===== config.mk =====
export PLATFORM = sky130hd
export DESIGN_NAME = mips_multicycle_control_flat
export DESIGN_NICKNAME = d
export VERILOG_FILES = /design/src/rtl/mips_multicycle_control_pkg.sv /design/src/rtl/mips_multicycle_control_if.sv /design/src/rtl/mips_multicycle_control_alu_decoder.sv /design/src/rtl/mips_multicycle_control.sv /design/src/flat_wrapper.sv
export SDC_FILE = /design/constraint.sdc
export NUM_CORES = 1
export LEC_CHECK = 0
export BUFFER_PORTS_ARGS = -buffer_cell sky130_fd_sc_hd__clkbuf_2
export CAP_MARGIN = 25
export CORE_MARGIN = 2
export CORE_UTILIZATION = 25
export DETAILED_ROUTE_END_ITERATION = 16
export GPL_TIMING_DRIVEN = 0
export HOLD_SLACK_MARGIN = 0.08
export PLACE_DENSITY = 0.52
export SYNTH_ARGS = -nofsm -noshare
export SYNTH_HDL_FRONTEND = slang
export SYNTH_SLANG_ARGS = --single-unit

===== constraint.sdc =====
create_clock -name Control_CLK -period 1.53 [get_ports Control_CLK]
set_input_delay 0.306 -clock Control_CLK [delete_from_list [all_inputs] [get_ports Control_CLK]]
set_output_delay 0.306 -clock Control_CLK [all_outputs]
set_load 0.02 [all_outputs]

===== src/rtl/mips_multicycle_control_pkg.sv =====
// Shared encodings for the multicycle MIPS controller:
// state codes, opcode/funct constants, ALU and mux select codes.
package mips_multicycle_control_pkg;

    typedef enum logic [3:0] {
        S_IDLE     = 4'd0,
        S_FETCH    = 4'd1,
        S_DECODE   = 4'd2,
        S_MEMADR   = 4'd3,
        S_MEMREAD  = 4'd4,
        S_MEMWB    = 4'd5,
        S_MEMWRITE = 4'd6,
        S_EXECUTE  = 4'd7,
        S_ALUWB    = 4'd8,
        S_BRANCH   = 4'd9,
        S_ADDIEXEC = 4'd10,
        S_ADDIWB   = 4'd11,
        S_JUMP     = 4'd12
    } state_t;

    localparam logic [5:0] OP_RTYPE = 6'b000000;
    localparam logic [5:0] OP_LW    = 6'b100011;
    localparam logic [5:0] OP_SW    = 6'b101011;
    localparam logic [5:0] OP_BEQ   = 6'b000100;
    localparam logic [5:0] OP_ADDI  = 6'b001000;
    localparam logic [5:0] OP_J     = 6'b000010;

    localparam logic [5:0] FN_ADD = 6'b100000;
    localparam logic [5:0] FN_SUB = 6'b100010;
    localparam logic [5:0] FN_AND = 6'b100100;
    localparam logic [5:0] FN_OR  = 6'b100101;
    localparam logic [5:0] FN_SLT = 6'b101010;

    localparam logic [2:0] ALU_ADD = 3'b010;
    localparam logic [2:0] ALU_SUB = 3'b110;
    localparam logic [2:0] ALU_AND = 3'b000;
    localparam logic [2:0] ALU_OR  = 3'b001;
    localparam logic [2:0] ALU_SLT = 3'b111;

    localparam logic [1:0] SRCB_REG    = 2'b00;
    localparam logic [1:0] SRCB_FOUR   = 2'b01;
    localparam logic [1:0] SRCB_IMM    = 2'b10;
    localparam logic [1:0] SRCB_IMM_SH = 2'b11;

    localparam logic [1:0] PCSRC_ALU    = 2'b00;
    localparam logic [1:0] PCSRC_ALUOUT = 2'b01;
    localparam logic [1:0] PCSRC_JUMP   = 2'b10;

endpackage


===== src/rtl/mips_multicycle_control_if.sv =====
// Controller <-> datapath bundle: instruction fields and status in,
// mux selects, write enables, sticky error flag and retire count out.
interface mips_multicycle_control_if #(
    parameter int CNT_WIDTH = 16
);
    logic [5:0]           Opcode;
    logic [5:0]           Funct;
    logic                 Zero_flag;
    logic                 Mem_Ready;
    logic                 IorD;
    logic                 IRWrite;
    logic                 MemWrite;
    logic                 PCEn;
    logic [1:0]           PCSrc;
    logic                 ALUSrcA;
    logic [1:0]           ALUSrcB;
    logic [2:0]           ALUControl;
    logic                 RegDst;
    logic                 MemtoReg;
    logic                 RegWrite;
    logic                 Illegal_Instr;
    logic [CNT_WIDTH-1:0] Instr_Count;

    modport slave (
        input  Opcode, Funct, Zero_flag, Mem_Ready,
        output IorD, IRWrite, MemWrite, PCEn, PCSrc,
        output ALUSrcA, ALUSrcB, ALUControl,
        output RegDst, MemtoReg, RegWrite,
        output Illegal_Instr, Instr_Count
    );

    modport master (
        output Opcode, Funct, Zero_flag, Mem_Ready,
        input  IorD, IRWrite, MemWrite, PCEn, PCSrc,
        input  ALUSrcA, ALUSrcB, ALUControl,
        input  RegDst, MemtoReg, RegWrite,
        input  Illegal_Instr, Instr_Count
    );
endinterface


===== src/rtl/mips_multicycle_control_alu_decoder.sv =====
// R-type funct decoder: funct -> ALU operation, plus legality flag.
// Ports: funct in; alu_control, funct_legal out.
module mips_alu_decoder
    import mips_multicycle_control_pkg::*;
(
    input  logic [5:0] funct,
    output logic [2:0] alu_control,
    output logic       funct_legal
);

    always_comb begin
        alu_control = ALU_ADD;
        funct_legal = 1'b1;
        case (funct)
            FN_ADD:  alu_control = ALU_ADD;
            FN_SUB:  alu_control = ALU_SUB;
            FN_AND:  alu_control = ALU_AND;
            FN_OR:   alu_control = ALU_OR;
            FN_SLT:  alu_control = ALU_SLT;
            default: funct_legal = 1'b0;
        endcase
    end

endmodule


===== src/rtl/mips_multicycle_control.sv =====
// Moore main controller for the multicycle MIPS datapath.
// Ports: Control_CLK, Control_RST (async, active-low), ctrl bundle.
module mips_multicycle_control
    import mips_multicycle_control_pkg::*;
#(
    parameter int CNT_WIDTH = 16
) (
    input  logic                      Control_CLK,
    input  logic                      Control_RST,
    mips_multicycle_control_if.slave  ctrl
);

    state_t               state;
    state_t               next_state;
    logic                 illegal;
    logic [CNT_WIDTH-1:0] count;

    logic [2:0] funct_alu;
    logic       funct_legal;

    logic       iord;
    logic       ir_write;
    logic       mem_write;
    logic       pc_write;
    logic       branch;
    logic [1:0] pc_src;
    logic       src_a;
    logic [1:0] src_b;
    logic [2:0] alu_control;
    logic       reg_dst;
    logic       mem_to_reg;
    logic       reg_write;
    logic       retire;
    logic       set_illegal;

    mips_alu_decoder u_alu_decoder (
        .funct       (ctrl.Funct),
        .alu_control (funct_alu),
        .funct_legal (funct_legal)
    );

    always_ff @(posedge Control_CLK or negedge Control_RST) begin
        if (!Control_RST) begin
            state   <= S_IDLE;
            illegal <= 1'b0;
            count   <= '0;
        end else begin
            state <= next_state;
            if (set_illegal)
                illegal <= 1'b1;
            if (retire)
                count <= count + 1'b1;
        end
    end

    always_comb begin
        next_state  = state;
        iord        = 1'b0;
        ir_write    = 1'b0;
        mem_write   = 1'b0;
        pc_write    = 1'b0;
        branch      = 1'b0;
        pc_src      = PCSRC_ALU;
        src_a       = 1'b0;
        src_b       = SRCB_REG;
        alu_control = ALU_ADD;
        reg_dst     = 1'b0;
        mem_to_reg  = 1'b0;
        reg_write   = 1'b0;
        retire      = 1'b0;
        set_illegal = 1'b0;
        unique case (state)
            S_IDLE: next_state = S_FETCH;
            S_FETCH: begin
                src_b    = SRCB_FOUR;
                ir_write = ctrl.Mem_Ready;
                pc_write = ctrl.Mem_Ready;
                if (ctrl.Mem_Ready)
                    next_state = S_DECODE;
            end
            S_DECODE: begin
                src_b = SRCB_IMM_SH;
                case (ctrl.Opcode)
                    OP_LW,
                    OP_SW:   next_state = S_MEMADR;
                    OP_BEQ:  next_state = S_BRANCH;
                    OP_ADDI: next_state = S_ADDIEXEC;
                    OP_J:    next_state = S_JUMP;
                    OP_RTYPE: begin
                        if (funct_legal) begin
                            next_state = S_EXECUTE;
                        end else begin
                            next_state  = S_FETCH;
                            set_illegal = 1'b1;
                        end
                    end
                    default: begin
                        next_state  = S_FETCH;
                        set_illegal = 1'b1;
                    end
                endcase
            end
            S_MEMADR: begin
                src_a = 1'b1;
                src_b = SRCB_IMM;
                // Only lw/sw reach here, so the opcode reduces to one bit.
                next_state = (ctrl.Opcode == OP_LW) ? S_MEMREAD
                                                    : S_MEMWRITE;
            end
            S_MEMREAD: begin
                iord = 1'b1;
                if (ctrl.Mem_Ready)
                    next_state = S_MEMWB;
            end
            S_MEMWB: begin
                mem_to_reg = 1'b1;
                reg_write  = 1'b1;
                retire     = 1'b1;
                next_state = S_FETCH;
            end
            S_MEMWRITE: begin
                iord      = 1'b1;
                mem_write = 1'b1;
                if (ctrl.Mem_Ready) begin
                    retire     = 1'b1;
                    next_state = S_FETCH;
                end
            end
            S_EXECUTE: begin
                src_a       = 1'b1;
                alu_control = funct_alu;
                next_state  = S_ALUWB;
            end
            S_ALUWB: begin
                reg_dst    = 1'b1;
                reg_write  = 1'b1;
                retire     = 1'b1;
                next_state = S_FETCH;
            end
            S_BRANCH: begin
                src_a       = 1'b1;
                alu_control = ALU_SUB;
                branch      = 1'b1;
                pc_src      = PCSRC_ALUOUT;
                retire      = 1'b1;
                next_state  = S_FETCH;
            end
            S_ADDIEXEC: begin
                src_a      = 1'b1;
                src_b      = SRCB_IMM;
                next_state = S_ADDIWB;
            end
            S_ADDIWB: begin
                reg_write  = 1'b1;
                retire     = 1'b1;
                next_state = S_FETCH;
            end
            S_JUMP: begin
                pc_src     = PCSRC_JUMP;
                pc_write   = 1'b1;
                retire     = 1'b1;
                next_state = S_FETCH;
            end
            default: next_state = S_IDLE;
        endcase
    end

    assign ctrl.IorD          = iord;
    assign ctrl.IRWrite       = ir_write;
    assign ctrl.MemWrite      = mem_write;
    assign ctrl.PCEn          = pc_write | (branch & ctrl.Zero_flag);
    assign ctrl.PCSrc         = pc_src;
    assign ctrl.ALUSrcA       = src_a;
    assign ctrl.ALUSrcB       = src_b;
    assign ctrl.ALUControl    = alu_control;
    assign ctrl.RegDst        = reg_dst;
    assign ctrl.MemtoReg      = mem_to_reg;
    assign ctrl.RegWrite      = reg_write;
    assign ctrl.Illegal_Instr = illegal;
    assign ctrl.Instr_Count   = count;

endmodule

===== src/flat_wrapper.sv =====
// flat-port wrapper written by rule: the top's interface ports become plain ports
module mips_multicycle_control_flat import mips_multicycle_control_pkg::*;
#(
    parameter int CNT_WIDTH = 16
)
  (Control_CLK, Control_RST, ctrl_Opcode, ctrl_Funct, ctrl_Zero_flag, ctrl_Mem_Ready, ctrl_IorD, ctrl_IRWrite, ctrl_MemWrite, ctrl_PCEn, ctrl_PCSrc, ctrl_ALUSrcA, ctrl_ALUSrcB, ctrl_ALUControl, ctrl_RegDst, ctrl_MemtoReg, ctrl_RegWrite, ctrl_Illegal_Instr, ctrl_Instr_Count);
  mips_multicycle_control_if #(.CNT_WIDTH(CNT_WIDTH)) ctrl_i ();
  input  logic Control_CLK;
  input  logic Control_RST;
  input wire logic [$bits(ctrl_i.Opcode)-1:0] ctrl_Opcode;
  input wire logic [$bits(ctrl_i.Funct)-1:0] ctrl_Funct;
  input wire logic [$bits(ctrl_i.Zero_flag)-1:0] ctrl_Zero_flag;
  input wire logic [$bits(ctrl_i.Mem_Ready)-1:0] ctrl_Mem_Ready;
  output wire logic [$bits(ctrl_i.IorD)-1:0] ctrl_IorD;
  output wire logic [$bits(ctrl_i.IRWrite)-1:0] ctrl_IRWrite;
  output wire logic [$bits(ctrl_i.MemWrite)-1:0] ctrl_MemWrite;
  output wire logic [$bits(ctrl_i.PCEn)-1:0] ctrl_PCEn;
  output wire logic [$bits(ctrl_i.PCSrc)-1:0] ctrl_PCSrc;
  output wire logic [$bits(ctrl_i.ALUSrcA)-1:0] ctrl_ALUSrcA;
  output wire logic [$bits(ctrl_i.ALUSrcB)-1:0] ctrl_ALUSrcB;
  output wire logic [$bits(ctrl_i.ALUControl)-1:0] ctrl_ALUControl;
  output wire logic [$bits(ctrl_i.RegDst)-1:0] ctrl_RegDst;
  output wire logic [$bits(ctrl_i.MemtoReg)-1:0] ctrl_MemtoReg;
  output wire logic [$bits(ctrl_i.RegWrite)-1:0] ctrl_RegWrite;
  output wire logic [$bits(ctrl_i.Illegal_Instr)-1:0] ctrl_Illegal_Instr;
  output wire logic [$bits(ctrl_i.Instr_Count)-1:0] ctrl_Instr_Count;
  assign ctrl_i.Opcode = ctrl_Opcode;
  assign ctrl_i.Funct = ctrl_Funct;
  assign ctrl_i.Zero_flag = ctrl_Zero_flag;
  assign ctrl_i.Mem_Ready = ctrl_Mem_Ready;
  assign ctrl_IorD = ctrl_i.IorD;
  assign ctrl_IRWrite = ctrl_i.IRWrite;
  assign ctrl_MemWrite = ctrl_i.MemWrite;
  assign ctrl_PCEn = ctrl_i.PCEn;
  assign ctrl_PCSrc = ctrl_i.PCSrc;
  assign ctrl_ALUSrcA = ctrl_i.ALUSrcA;
  assign ctrl_ALUSrcB = ctrl_i.ALUSrcB;
  assign ctrl_ALUControl = ctrl_i.ALUControl;
  assign ctrl_RegDst = ctrl_i.RegDst;
  assign ctrl_MemtoReg = ctrl_i.MemtoReg;
  assign ctrl_RegWrite = ctrl_i.RegWrite;
  assign ctrl_Illegal_Instr = ctrl_i.Illegal_Instr;
  assign ctrl_Instr_Count = ctrl_i.Instr_Count;
  mips_multicycle_control #(.CNT_WIDTH(CNT_WIDTH)) u_core (.Control_CLK(Control_CLK), .Control_RST(Control_RST), .ctrl(ctrl_i));
endmodule

==> metrics.txt <==
drt pass-1 iters 4; Die ar. around 6300 sq um; adder-cell share of the synthesized area 0.008741; CTS tree yes; Internal ~2.3 mW; Net Count, Synth 167; CP top delay family flip-flops; first-pass GRT wire length 6492 um; Max IR drop VDD 0.0006816 V; worst slack, placed -0.2387 ns; commonest non-fill, non-tap cell in the layout clkbuf_2; worst min path class in -> reg; fin crit share 1.138; synthesis-stage register bit count 21; crit start category flop; Die Span Y 79.67 um; commonest cells after routing, fill and taps aside clkbuf_2 (31), buf_6 (23), buf_4 (17), dfrtp_1 (17), clkbuf_8 (10); sequential share of the synthesized area 0.3671; multiplexer share of the synthesized area 0.02185; max_slew headroom 0.6371; compound-gate portion of the synthesized area 0.1503; Ports 48; grt total ovfl 0; Post-synth EDFFs 0; FP Rows 27; Reg power frac 0.205; CP max stage cell dfrtp_2; number of clock sinks 21; crit-path max cell delay 0.40 ns; final worst slack -0.2108 ns; failing checks setup timing; Final GP Congestion around 0.75; clock slew at reported path FFs approximately 0.08 ns; DR DRC count 0; nets between 200 and 300; final wirelength between 4000 and 5000 um; initial antenna violation count 0; largest family of logic cells by synthesized area simple AND/OR/NAND/NOR gates; WS Path Type reg -> out; clk root buf clkbuf_8; max_cap viols 0; Ys Warns 0; Die X-Extent 79.67 um; post-route ant nets 0; antenna diode count 0; ratio of cells with drive above 1 in the final layout 0.5855; Slew Limit Fails 0; Initial Util 0.2599; Final Hold Viols 0; crit path max fanout 7; Distinct cells, synth 49; Longest Clk Path Bufs 2; clk_lat worst skew about 0.26 ns; Buffers on Ports 46; DP HPWL 2655 um; f_max 574.5 MHz; routed vias/inst around 4.7; vias roughly 1400; vias in the first global route between 1000 and 1500; Bufs and invs on worst path 2; Setup crit end kind primary output; Tmin final between 1.5 and 2 ns; Power Dens Cells between 1500 and 2000 nW/um^2; syn avg cell area 9.542 sq um; xor/xnor share of the synthesized area 0.1040; net load switching power 1.729 mW; Sw Ratio 0.4264; Final Skew ~0.0027 ns; prevailing post-synth register cell dfrtp_1; TritonCTS Buffers 3; post-synthesis simple-gate area fraction 0.2937; Routed WL per cell about 13 um; largest net degree at the start of global routing 22; Clock Power Share 0.090; crit path cell chain buf_8 -> nand2b_4 -> nor2_4 -> a211o_1 -> clkbuf_8; P_leak 1.130 nW; RSZ-0062 raised after global routing yes; PnR Total Power just over 4 mW; async set-reset flop share out of synthesis 1.000; CTS H-tree depth 1; Gate power share 0.705; crit path DAT about 1.4 ns; Setup Viol. Count Final 28; Slew @ Worst Pin 0.5444 ns; Post-Synthesis Cells 150; Core Footprint around 5500 sq um; status finished, violations left; Area Overhead vs Synth 73.78%; Post-Syn Area about 1400 sq um; GRT Overall Usage 0.1270; DR iter-0 viols 47; CP required roughly 1.2 ns
-- power by group through the flow --
| stage | Clock [mW] | Combinational, mW | Sequential [mW] |
|---|---|---|---|
| floorplan | 0 | 1.12 | 0.923 |
| global placement | 0 | 1.61 | 0.854 |
| detailed placement | 0 | 1.61 | 0.859 |
| CTS | 0.382 | 2.53 | 0.827 |
| global route | 0.407 | 3.05 | 0.848 |
| finish | 0.365 | 2.86 | 0.831 |
-- stage by stage --
step / cells / setup TNS (ns) / cell area (sq um) / hold WS (ns) / util
final: 306 / -2.975 / 2487 / 0.4029 / 0.4517
after global routing: 306 / -5.074 / 2487 / 0.4165 / 0.4517
after CTS: 299 / -4.568 / 2308 / 0.4012 / 0.4192
after detailed placement: 268 / -1.618 / 1808 / 0.3283 / 0.3283
after global placement: 268 / -1.517 / 1808 / 0.3206 / 0.3283
after floorplan: 150 / -0.06858 / 1488 / 0.01041 / -
-- cells in the mapped netlist, types with 2 or more instances --
| library cell | instances | area (sq um) |
|---|---|---|
| nor2b_1 | 4 | 25.02 |
| xor2_1 | 8 | 70.07 |
| buf_6 | 3 | 33.78 |
| a2bb2oi_1 | 2 | 17.52 |
| inv_1 | 8 | 30.03 |
| and3_1 | 2 | 12.51 |
| nor2_1 | 17 | 63.81 |
| nand2b_1 | 3 | 18.77 |
| xnor2_1 | 9 | 78.83 |
| mux2i_1 | 2 | 20.02 |
| o32ai_1 | 2 | 17.52 |
| nand2_1 | 12 | 45.04 |
| nor3_1 | 6 | 30.03 |
| a21oi_1 | 2 | 10.01 |
| buf_2 | 2 | 10.01 |
| nand3_1 | 4 | 20.02 |
| nor3_2 | 5 | 50.05 |
| nand4_1 | 4 | 25.02 |
| dfrtp_1 | 21 | 525.5 |
| and2_1 | 2 | 12.51 |
| nand2_4 | 2 | 22.52 |
| o21ai_0 | 3 | 15.01 |
-- what timing repair did --
item | CTS | global route
gates resized for setup | 63 | 41
buffers inserted | 26 | 8
setup endpoints to repair | 27 | 35
hold buffers | 1 | 0
pin swaps | 23 | 15
hold endpoints to repair | 21 | 0
-- area by class of cell --
| cell class | instances | area [sq um] |
|---|---|---|
| Fill cell | 515 | 3019 |
| Timing Repair Buffer | 81 | 689.4 |
| Inverter | 8 | 32.53 |
| Multi-Input combinational cell | 115 | 1046 |
| Sequential cell | 21 | 530.5 |
| Clock buffer | 3 | 41.29 |
| Tap cell | 72 | 90.09 |
| Clock inverter | 1 | 5.005 |
| Buffer | 5 | 52.55 |
-- tightest hold or removal path: cells and delay by family --
| kind | cells | cell delay (ns) |
|---|---|---|
| buffers and inverters | 1 | 0.11 |
| AND/OR/NAND/NOR | 3 | 0.20 |
-- kinds of logic after synthesis --
group,after synthesis
fa+ha+maj,1
simple gates,70
compound gates,24
buf+inv,14
mux,3
flops,21
xor+xnor,17
-- registers in the layout, indices dropped and copies added, names as in the netlist --
name                       count
u_core.ctrl.Illegal_Instr      1
u_core.ctrl.Instr_Count       16
u_core.state                   4
-- routing by layer --
layer	vias up	routed length [um]	GRT usage
met2	29	2054	0.2109
met5	-	0	0
met3	7	128	0.01697
met1	687	1831	0.1742
met4	0	36	0.03103
li1	705	-	-
-- worst paths after layout --
| kind | start | endpoint | slack [ns] | cells after the start |
|---|---|---|---|---|
| max | u_core.state[1]$_DFFE_PN0P_ | ctrl_PCEn | -0.21 | 5 |
| min | ctrl_Opcode[0] | u_core.state[1]$_DFFE_PN0P_ | 0.40 | 4 |
| max reg2reg | u_core.state[2]$_DFFE_PN0P_ | u_core.ctrl.Instr_Count[10]$_DFFE_PN0P_ | -0.17 | 8 |
| min reg2reg | u_core.ctrl.Instr_Count[15]$_DFFE_PN0P_ | u_core.ctrl.Instr_Count[15]$_DFFE_PN0P_ | 0.47 | 1 |
| max in group asynchronous | Control_RST | u_core.state[1]$_DFFE_PN0P_ | 0.57 | 2 |
| min in group asynchronous | Control_RST | u_core.ctrl.Instr_Count[9]$_DFFE_PN0P_ | 0.56 | 2 |
No activity file was read; power rests on OpenSTA's default activity.
